File: config.mk
export PLATFORM = sky130hd
export DESIGN_NAME = mul_iter_flat
export DESIGN_NICKNAME = d
export VERILOG_FILES = /design/src/rtl/mul_iter_if.sv /design/src/rtl/mul_iter.sv /design/src/flat_wrapper.sv
export SDC_FILE = /design/constraint.sdc
export NUM_CORES = 1
export LEC_CHECK = 0
export CAP_MARGIN = 15
export CORE_ASPECT_RATIO = 1.2
export CORE_UTILIZATION = 41
export DETAILED_ROUTE_END_ITERATION = 7
export GPL_ROUTABILITY_DRIVEN = 0
export PLACE_DENSITY_LB_ADDON = 0.08
export SYNTH_ARGS = -nofsm -noshare
export SYNTH_HDL_FRONTEND = slang
export SYNTH_SLANG_ARGS = --single-unit
export TNS_END_PERCENT = 30
File: constraint.sdc
create_clock -name clk -period 11.8 [get_ports clk]
set_input_delay 1.18 -clock clk [delete_from_list [all_inputs] [get_ports clk]]
set_output_delay 1.18 -clock clk [all_outputs]
set_load 0.01 [all_outputs]
File: src/rtl/mul_iter_if.sv
// Handshake and result bundle for the iterative multiplier.
// The master issues operands; the slave returns the product and flags.
interface mul_iter_if #(
    parameter int WIDTH = 32
);
    logic             start;
    logic             is_signed;
    logic             is_long;
    logic [WIDTH-1:0] a;
    logic [WIDTH-1:0] b;
    logic             busy;
    logic             done;
    logic [WIDTH-1:0] result_lo;
    logic [WIDTH-1:0] result_hi;
    logic             flag_64b;
    logic [1:0]       flags_nz;

    modport master (
        output start, is_signed, is_long, a, b,
        input  busy, done, result_lo, result_hi,
        input  flag_64b, flags_nz
    );

    modport slave (
        input  start, is_signed, is_long, a, b,
        output busy, done, result_lo, result_hi,
        output flag_64b, flags_nz
    );
endinterface

File: src/rtl/mul_iter.sv
// Radix-2 shift-add multiplier: magnitudes in, one add/shift per cycle,
// optional two's-complement fix-up, then results and {N,Z} are latched.
module mul_iter #(
    parameter int WIDTH = 32
) (
    input  logic      clk,
    input  logic      reset,
    mul_iter_if.slave bus
);
    localparam int CW = $clog2(WIDTH + 1);

    typedef enum logic [1:0] {
        IDLE,
        RUN,
        NEG,
        DONE
    } state_t;

    state_t             state_q, state_d;
    logic [WIDTH-1:0]   mcand_q, mcand_d;
    logic [WIDTH-1:0]   mplr_q, mplr_d;
    logic [2*WIDTH-1:0] acc_q, acc_d;
    logic [CW-1:0]      cnt_q, cnt_d;
    logic               sign_q, sign_d;
    logic               signed_q, signed_d;
    logic               long_q, long_d;
    logic               ph_q, ph_d;
    logic [WIDTH-1:0]   res_lo_q, res_lo_d;
    logic [WIDTH-1:0]   res_hi_q, res_hi_d;
    logic               f64_q, f64_d;
    logic [1:0]         nz_q, nz_d;

    logic [WIDTH-1:0]   a_mag, b_mag;
    logic [WIDTH:0]     sum;
    logic               n_flag, z_flag;

    always_comb begin
        a_mag = bus.a;
        b_mag = bus.b;
        if (bus.is_signed && bus.a[WIDTH-1]) a_mag = -bus.a;
        if (bus.is_signed && bus.b[WIDTH-1]) b_mag = -bus.b;
    end

    assign sum = {1'b0, acc_q[2*WIDTH-1:WIDTH]}
               + (mplr_q[0] ? {1'b0, mcand_q} : '0);

    assign n_flag = long_q ? acc_q[2*WIDTH-1] : acc_q[WIDTH-1];
    assign z_flag = long_q ? (acc_q == '0)
                           : (acc_q[WIDTH-1:0] == '0);

    always_comb begin
        state_d  = state_q;
        mcand_d  = mcand_q;
        mplr_d   = mplr_q;
        acc_d    = acc_q;
        cnt_d    = cnt_q;
        sign_d   = sign_q;
        signed_d = signed_q;
        long_d   = long_q;
        ph_d     = ph_q;
        res_lo_d = res_lo_q;
        res_hi_d = res_hi_q;
        f64_d    = f64_q;
        nz_d     = nz_q;
        unique case (state_q)
            IDLE: begin
                if (bus.start) begin
                    state_d  = RUN;
                    signed_d = bus.is_signed;
                    long_d   = bus.is_long;
                    mcand_d  = a_mag;
                    mplr_d   = b_mag;
                    sign_d   = bus.is_signed
                             & (bus.a[WIDTH-1] ^ bus.b[WIDTH-1]);
                    acc_d    = '0;
                    cnt_d    = CW'(WIDTH);
                    ph_d     = 1'b0;
                end
            end
            RUN: begin
                acc_d  = {sum, acc_q[WIDTH-1:1]};
                mplr_d = mplr_q >> 1;
                cnt_d  = cnt_q - CW'(1);
                if (cnt_q == CW'(1)) state_d = NEG;
            end
            NEG: begin
                // First NEG cycle fixes the sign, second latches results.
                if (!ph_q) begin
                    if (sign_q && signed_q) acc_d = -acc_q;
                    ph_d = 1'b1;
                end else begin
                    ph_d     = 1'b0;
                    state_d  = DONE;
                    res_lo_d = acc_q[WIDTH-1:0];
                    res_hi_d = acc_q[2*WIDTH-1:WIDTH];
                    f64_d    = long_q;
                    nz_d     = {n_flag, z_flag};
                end
            end
            DONE: begin
                state_d = IDLE;
            end
            default: begin
                state_d = IDLE;
            end
        endcase
    end

    always_ff @(posedge clk or posedge reset) begin
        if (reset) begin
            state_q  <= IDLE;
            mcand_q  <= '0;
            mplr_q   <= '0;
            acc_q    <= '0;
            cnt_q    <= '0;
            sign_q   <= 1'b0;
            signed_q <= 1'b0;
            long_q   <= 1'b0;
            ph_q     <= 1'b0;
            res_lo_q <= '0;
            res_hi_q <= '0;
            f64_q    <= 1'b0;
            nz_q     <= '0;
        end else begin
            state_q  <= state_d;
            mcand_q  <= mcand_d;
            mplr_q   <= mplr_d;
            acc_q    <= acc_d;
            cnt_q    <= cnt_d;
            sign_q   <= sign_d;
            signed_q <= signed_d;
            long_q   <= long_d;
            ph_q     <= ph_d;
            res_lo_q <= res_lo_d;
            res_hi_q <= res_hi_d;
            f64_q    <= f64_d;
            nz_q     <= nz_d;
        end
    end

    assign bus.busy      = (state_q == RUN) || (state_q == NEG);
    assign bus.done      = (state_q == DONE);
    assign bus.result_lo = res_lo_q;
    assign bus.result_hi = res_hi_q;
    assign bus.flag_64b  = f64_q;
    assign bus.flags_nz  = nz_q;
endmodule

File: src/flat_wrapper.sv
// flat-port wrapper written by rule: the top's interface ports become plain ports
module mul_iter_flat 
#(
    parameter int WIDTH = 32
)
  (clk, reset, bus_start, bus_is_signed, bus_is_long, bus_a, bus_b, bus_busy, bus_done, bus_result_lo, bus_result_hi, bus_flag_64b, bus_flags_nz);
  mul_iter_if #(.WIDTH(WIDTH)) bus_i ();
  input  logic clk;
  input  logic reset;
  input wire logic [$bits(bus_i.start)-1:0] bus_start;
  input wire logic [$bits(bus_i.is_signed)-1:0] bus_is_signed;
  input wire logic [$bits(bus_i.is_long)-1:0] bus_is_long;
  input wire logic [$bits(bus_i.a)-1:0] bus_a;
  input wire logic [$bits(bus_i.b)-1:0] bus_b;
  output wire logic [$bits(bus_i.busy)-1:0] bus_busy;
  output wire logic [$bits(bus_i.done)-1:0] bus_done;
  output wire logic [$bits(bus_i.result_lo)-1:0] bus_result_lo;
  output wire logic [$bits(bus_i.result_hi)-1:0] bus_result_hi;
  output wire logic [$bits(bus_i.flag_64b)-1:0] bus_flag_64b;
  output wire logic [$bits(bus_i.flags_nz)-1:0] bus_flags_nz;
  assign bus_i.start = bus_start;
  assign bus_i.is_signed = bus_is_signed;
  assign bus_i.is_long = bus_is_long;
  assign bus_i.a = bus_a;
  assign bus_i.b = bus_b;
  assign bus_busy = bus_i.busy;
  assign bus_done = bus_i.done;
  assign bus_result_lo = bus_i.result_lo;
  assign bus_result_hi = bus_i.result_hi;
  assign bus_flag_64b = bus_i.flag_64b;
  assign bus_flags_nz = bus_i.flags_nz;
  mul_iter #(.WIDTH(WIDTH)) u_core (.clk(clk), .reset(reset), .bus(bus_i));
endmodule
### Word level (Yosys, flattened, before mapping)

Index checks and enable logic that the tools add are counted.
Widths: inputs -> output; s select.

* $add $sub $neg: 5
* equal/unequal tests: 9
* muxes and demuxes: 20
* bitwise gates (word level): 2
* reductions and logical operators: 16

Operators with widths (count)
* $mux 64: 3
* $pmux 64 s3: 1
* $mux 32: 4
* $logic_not 64->1: 1
* $neg 32->32: 2
* $neg 64->64: 1
* $pmux 32 s2: 1
* $add 32x33->33: 1
* $logic_not 32->1: 1
* $pmux 6 s2: 1
* $pmux 2 s4: 1
* $reduce_and 2->1: 4
* $eq 6x1->1 const B: 1
* $mux 2: 3
* $mux 6: 1
* $ne 2x1->1 const B: 3
* $sub 6x1->6 const B: 1
* $eq 2x2->1 const B: 2
* $mux 1: 4
* $ne 2x2->1 const B: 2
* $reduce_and 4->1: 1
* $reduce_bool 2->1: 2
* $logic_and 1x1->1: 3
* $reduce_and 3->1: 1
* 7 further kinds: 7

* register bits after elaboration: 207
* bits of input ports: 69
* output and inout bits: 69
* logic and storage cells: 65

### Logic depth before layout (Yosys ltp)

Gate-level depths: netlist (run 1).

* word-level depth: 4
* depth in mapped cells: 13
* mapped depth without buffers: 12

### Worst setup path after synthesis (run 1)

No wires, ideal clock.

* path kind: input to register
* start: input bus_b[0]
* end: register u_core.mplr_q[30]
* setup time: 0.138 ns
* arrival: 3.299 ns
* required time: 11.662 ns
* path slack: 8.363 ns
* stages on the path: 10
* path buffers: 0
* cells stage by stage: inv_1 -> ha_1 -> or3b_2 -> or4_1 -> nor2b_1 -> a31oi_1 -> a21oi_1 -> o21ai_0 -> xnor2_1 -> a21oi_1

* word-level cells in the longest chain between the ends: 4

Ends and longest elaborated chain
* start, declared: RTL line flat_wrapper.sv:14 `input wire logic [$bits(bus_i.b)-1:0] bus_b;`
* $neg 32->32: RTL line mul_iter.sv:41 `if (bus.is_signed && bus.b[WIDTH-1]) b_mag = -bus.b;`
* $mux 32: RTL line mul_iter.sv:41
* $mux 32: RTL line mul_iter.sv:67 `if (bus.start) begin`
* $pmux 32 s2: RTL line mul_iter.sv:65 `unique case (state_q)`
* end signal, assigned: RTL line mul_iter.sv:127 `mplr_q <= mplr_d;`
* end, declared: RTL line mul_iter.sv:21 `logic [WIDTH-1:0] mplr_q, mplr_d;`

Every way passes these cells. The select of a mux whose other input is x is not followed.
A chain may end at the register's enable or synchronous reset.

### Worst setup path after layout (run 1)

Ends and elaborated chain as after synthesis.

==> flow_metrics.py, run 1 <==
metrics = {
    "clocking": {
        "cts_buffers": 24,
        "root_buffer": "clkbuf_16",
        "cts_setup_buffers": 0,
        "cts_buffer_depth": 3,
        "postCtsHoldBufs": 0,
        "cts_sinks": 207,
        "htreeDepth": 1,
        "clk_pin_slew_worst_paths_ns": 0.06,
        "cts_resized": 0,
        "cts_tree": "built",
        "worstSkewPairLatency_ns": 0.54,
    },
    "status": {
        "status": "finished, final reports clean",
    },
    "logic_synthesis": {
        "yosysTopAreaCellShare": 0.401,
        "synth.most_common_cell": "dfrtp_1",
        "ys_ff_latch": 207,
        "synth_common_cells": "207 x dfrtp_1, 179 x nand2_1, 157 x o21ai_0, 99 x a21oi_1, 98 x nor2_1",
        "async_flop_share": 1.00,
        "yosys-top-cells-area": "dfrtp_1 40%, o21ai_0 6.1%, nand2_1 5.2%, mux2_2 5.1%, ha_1 4.0%",
        "yosys.area.top_type": "dfrtp_1",
        "synth_seq_area_share": 0.401,
        "synth_cell_types": 77,
        "synth_warnings": 0,
        "synthCells": 1464,
        "syn-cell-area_sq_um": 12900,
        "synthFlopType": "dfrtp_1",
        "syn_avg_cell_area_sq_um": 8.83,
        "synth_enable_flop_cells": 0,
        "synth_fp_nets": 1575,
    },
    "detailed_routing": {
        "drt_iter0_markers": 759,
        "vias": 11000,
        "drc": 0,
        "post_drt_wl_per_cell_um": 17.2,
        "wl_mm": 33.8,
        "vias_per_cell": 5.60,
        "drtPass1Iterations": 5,
        "final_antenna_net_count": 0,
    },
    "die": {
        "start_util": 0.421,
        "die_w_um": 164,
        "die_y_um": 197,
        "num_rows": 70,
        "ios": 138,
        "core_sq_um": 30700,
        "die-area_sq_um": 32300,
    },
    "critical_path": {
        "crit_chain": "clkdlybuf4s50_1 > inv_1 > ha_1 > or3b_2 > or4_1 > nor2b_1 > a31oi_1 > a21oi_1 > o21ai_0 > xnor2_1 > a21oi_1",
        "worstPathRequired_ns": 12.20,
        "cp_common_cell": "a21oi_1",
        "path_class": "input port to register",
        "critPathMaxFanout": 6,
        "start_kind": "input port",
        "cp_data_arrival_time_ns": 4.16,
        "slowest_stage": "or4_1",
        "crit_path_max_incr_delay_ns": 0.49,
        "end_kind": "register",
    },
    "global_route": {
        "grt_pass1_wl_mm": 55.7,
        "grt_usage": 0.214,
        "antenna_found_initial": 0,
        "grt_max_degree": 147,
        "grt_overflow": 0,
        "grt_pass1_vias": 10600,
    },
    "pwr": {
        "p_comb_frac": 0.510,
        "p_leak_nw": 6.61,
        "swShare": 0.435,
        "vdd_drop_max_uv": 129,
        "internal_power_mw": 2.28,
        "power_mw": 4.03,
        "clockPowerShare": 0.189,
        "p_sw_mw": 1.75,
        "seq_power_share": 0.301,
        "powerDensity_nw_per_um2": 262,
    },
    "sta": {
        "slew_viol_final": 0,
        "hold_violations": 0,
        "timing_worst_slew_pin_value_ns": 1.02,
        "relSlewSlack": 0.317,
        "layout_min_cycle_time_ns": 3.76,
        "fin_skew_ns": 0.0168,
        "setup-tns-final_ns": 0,
        "max_freq_mhz": 266,
        "period_share": 0.319,
        "setup_viol": 0,
        "rsz0062_at_grt": "false",
    },
    "final_layout": {
        "final_cell_area_sq_um": 15400,
        "ff_latch_area_sq_um": 5180,
        "diodes": 0,
        "multi_input_area_sq_um": 7260,
        "fillers": 2961,
        "layout.nets": 1662,
        "syn_to_final_growth_pct": 18.7,
        "drive_gt1_frac": 0.0911,
    },
    "placement": {
        "io_buffers": 137,
        "place_area_sq_um": 14500,
        "hpwlAfterDp_mm": 23.7,
    },
    "run": {
        "max_cap_violations": 0,
    },
    "hold_path": {
        "hold_class": "register to register",
    },
}
## per-stage QoR
step | hold slack (ns) | setup slack (ns) | cells | utilization
after global placement | 0.452 | 7.62 | 1920 | 0.472
after detailed placement | 0.462 | 7.47 | 1920 | 0.472
final | 0.468 | 8.04 | 1965 | 0.500
after floorplan | 0.442 | 4.97 | 1464 | -
after global routing | 0.492 | 7.79 | 1965 | 0.500
after CTS | 0.475 | 8.05 | 1964 | 0.499
## area by class of cell
cell class,instances,area share
Clock buffer,36,0.0460
Multi-Input combinational cell,1134,0.473
Timing Repair Buffer,146,0.0950
Sequential cell,207,0.337
Inverter,38,0.00978
Tap cell,396,0.0323
Clock inverter,8,0.00693
## kinds of logic after synthesis
logic type,share of synthesized area
fa+ha+maj,0.0412
buf+inv,0.0411
flops,0.401
simple gates,0.206
compound gates,0.193
mux,0.0590
xor+xnor,0.0596
## power by group through the flow
stage	clock network [mW]	registers, mW	logic (mW)
final	0.760	1.21	2.05
after global routing	0.809	1.25	2.29
after global placement	0	1.22	2.01
after floorplan	0	1.17	1.44
after detailed placement	0	1.23	2.04
after CTS	0.783	1.21	2.05
## registers in the layout (all words and copies together) (netlist names), 2 cells and up
name,flops
u_core.bus.result_hi,32
u_core.acc_q,64
u_core.cnt_q,6
u_core.mplr_q,32
u_core.bus.flags_nz,2
u_core.mcand_q,32
u_core.bus.result_lo,32
u_core.state_q,2
## routing by layer
metal  global-route usage  wire [um]  up-vias
li1                     -          -     5470
met1                0.302      16000     5236
met2                0.345      15600      262
met3               0.0253       1600       34
met4               0.0552        606        0
met5                    0          0        -
## placed cells by master, fill, tap and decap left out, drive strengths merged, types with 4 or more instances in the layout
cell type,count
nand2b,6
buf,9
and3,5
nand4,13
nor3,59
a211oi,8
o31ai,16
xor2,38
nand3b,6
o21bai,5
nor2b,8
clkinv,4
a221o,23
mux2i,11
o211ai,6
nand2,180
a31oi,12
or4,15
or3,27
o41ai,8
dfrtp,207
a21o,17
clkdlybuf4s50,137
nor2,98
o22ai,6
o21ai,160
a21oi,100
xnor2,50
clkbuf,36
nand3,21
or2,8
inv,38
mux2,58
ha,41
nor4,32
a22oi,11
nor3b,7
and2,37
o21a,10
## path summary, 6_finish.rpt
| check | endpoint | cells past startpoint | startpoint | slack (ns) |
|---|---|---|---|---|
| max | u_core.mplr_q[30] | 11 | bus_b[0] | 8.04 |
| min | u_core.mcand_q[9] | 2 | u_core.mcand_q[9] | 0.47 |
| max reg2reg | u_core.acc_q[55] | 12 | u_core.mplr_q[0] | 8.10 |
| min reg2reg | u_core.mcand_q[9] | 2 | u_core.mcand_q[9] | 0.47 |
| max in group asynchronous | u_core.acc_q[43] | 3 | reset | 9.08 |
| min in group asynchronous | u_core.bus.result_lo[28] | 2 | reset | 1.27 |
## critical path, delay by kind of cell
kind | cells | cell delay [ns]
xor gates and xnor gates | 1 | 0.19
AOI/OAI and AO/OA | 4 | 0.75
buffers and inverters | 2 | 0.54
and+or+nand+nor | 3 | 1.31
adders and majority gates | 1 | 0.17
No activity file was read; power rests on OpenSTA's default activity.
==> run 2, diff against run 1 <==
==> constraint.sdc (replaced) <==
create_clock -name clk -period 3.21 [get_ports clk]
set_input_delay 0.321 -clock clk [delete_from_list [all_inputs] [get_ports clk]]
set_output_delay 0.321 -clock clk [all_outputs]
set_load 0.01 [all_outputs]
==> flow_metrics.py, run 2 (synthesized netlist as in run 1, its figures left out) <==
metrics = {
    "status": {
        "status": "finished, final reports clean",
    },
    "final_layout": {
        "fillers": 2926,
        "diodes": 0,
        "drive_gt1_frac": 0.131,
        "layout.nets": 1724,
        "mostFrequentLayoutCells": "207 x dfrtp_1, 176 x nand2_1, 156 x o21ai_0, 137 x clkdlybuf4s50_1, 99 x a21oi_1",
        "ff_latch_area_sq_um": 5180,
        "multi_input_area_sq_um": 7290,
        "final_common_cell": "dfrtp_1",
        "syn_to_final_growth_pct": 23.7,
        "largest-register": "u_core.acc_q",
        "largest_reg_flops": 64,
        "final_cell_area_sq_um": 16000,
        "utilization": 0.520,
    },
    "sta": {
        "period_share": 0.943,
        "relSlewSlack": 0.359,
        "hold_violations": 0,
        "rsz0062_at_grt": "true",
        "timing_worst_slew_pin_value_ns": 0.962,
        "setup_viol": 0,
        "fin_skew_ns": 0.0182,
        "layout_min_cycle_time_ns": 3.03,
        "setup-tns-final_ns": 0,
        "max_freq_mhz": 330,
        "whs_ns": 0.145,
        "slew_viol_final": 0,
    },
    "detailed_routing": {
        "final_antenna_net_count": 0,
        "drc": 0,
        "vias": 11400,
        "vias_per_cell": 5.60,
        "drtPass1Iterations": 5,
        "wl_mm": 35.1,
        "drt_iter0_markers": 676,
        "post_drt_wl_per_cell_um": 17.3,
    },
    "pwr": {
        "vdd_drop_max_uv": 530,
        "powerDensity_nw_per_um2": 984,
        "p_leak_nw": 6.99,
    },
    "clocking": {
        "worstSkewPairLatency_ns": 0.56,
        "cts_resized": 0,
        "cts_buffer_depth": 3,
        "cts_sinks": 207,
        "root_buffer": "clkbuf_16",
        "postCtsHoldBufs": 0,
        "clk_pin_slew_worst_paths_ns": 0.06,
        "cts_buffers": 25,
        "cts_setup_buffers": 0,
        "htreeDepth": 1,
        "cts_tree": "built",
    },
    "run": {
        "max_cap_violations": 0,
    },
    "critical_path": {
        "start_kind": "register",
        "slowest_stage": "dfrtp_1",
        "crit_chain": "and2_1 > ha_1 > inv_1 > fa_1 > nor2b_1 > o2111ai_1 > a211oi_1 > buf_4 > o21ai_0 > nand3_1 > a41oi_2 > nor3_1 > or3_1",
        "r2r_setup_slack_ns": 0.18,
        "end_kind": "register",
        "worstPathRequired_ns": 3.64,
        "cp_data_arrival_time_ns": 3.45,
        "crit_path_max_incr_delay_ns": 0.42,
        "critical_path.top_delay_family": "compound AO/OA/AOI/OAI gates",
        "cp_num_buf_inv": 2,
        "critPathMaxFanout": 7,
        "path_class": "register to register",
    },
    "global_route": {
        "antenna_found_initial": 0,
        "grt_usage": 0.221,
        "grt_pass1_wl_mm": 57.4,
        "grt_overflow": 0,
        "grt_max_degree": 79,
        "grt_pass1_vias": 11000,
    },
    "placement": {
        "hpwlAfterDp_mm": 25.2,
        "io_buffers": 137,
        "place_area_sq_um": 15000,
    },
    "die": {
        "ios": 138,
        "core_sq_um": 30700,
        "die-area_sq_um": 32300,
        "die_w_um": 164,
        "start_util": 0.421,
        "num_rows": 70,
        "die_y_um": 197,
    },
    "hold_path": {
        "hold_class": "input port to async pin",
    },
}
-- run 2: path summary, 6_finish.rpt --
check / from / end / cells past startpoint
max: u_core.mplr_q[0] / u_core.acc_q[63] / 13
min: reset / u_core.cnt_q[4] / 2
max reg2reg: u_core.mplr_q[0] / u_core.acc_q[63] / 13
min reg2reg: u_core.mcand_q[29] / u_core.mcand_q[29] / 2
max in group asynchronous: reset / u_core.acc_q[47] / 3
min in group clk: bus_is_long / u_core.long_q / 3
-- run 2: layout make-up --
class,count,area share
clock buffers,35,0.0452
flip-flops and latches,207,0.324
well taps,396,0.0310
clock inverters,11,0.0126
inverters,38,0.00915
repair buffers,207,0.123
multi-input cells,1134,0.455
-- run 2: metal layers --
metal | GRT usage | vias to the layer above | wire, um
met3 | 0.0259 | 45 | 1510
li1 | - | 5598 | -
met4 | 0.0624 | 0 | 695
met2 | 0.362 | 229 | 16500
met1 | 0.307 | 5482 | 16400
met5 | 0 | - | 0
-- run 2: metrics by stage --
step / worst slack (ns) / total power [mW] / cells
after floorplan: 0.203 / 9.62 / 1464
after global placement: 0.143 / 12.4 / 1981
after detailed placement: 0.0964 / 12.6 / 1981
after CTS: 0.112 / 15.8 / 2027
after global routing: -0.0172 / 16.9 / 2028
final: 0.183 / 15.8 / 2028
-- run 2: power by group --
part / internal, mW / switching [mW] / leakage [nW] / total (mW)
sequential: 3.60 / 0.812 / 2.70 / 4.41
combinational: 3.52 / 4.66 / 3.83 / 8.18
clock: 1.98 / 1.18 / 0.453 / 3.16
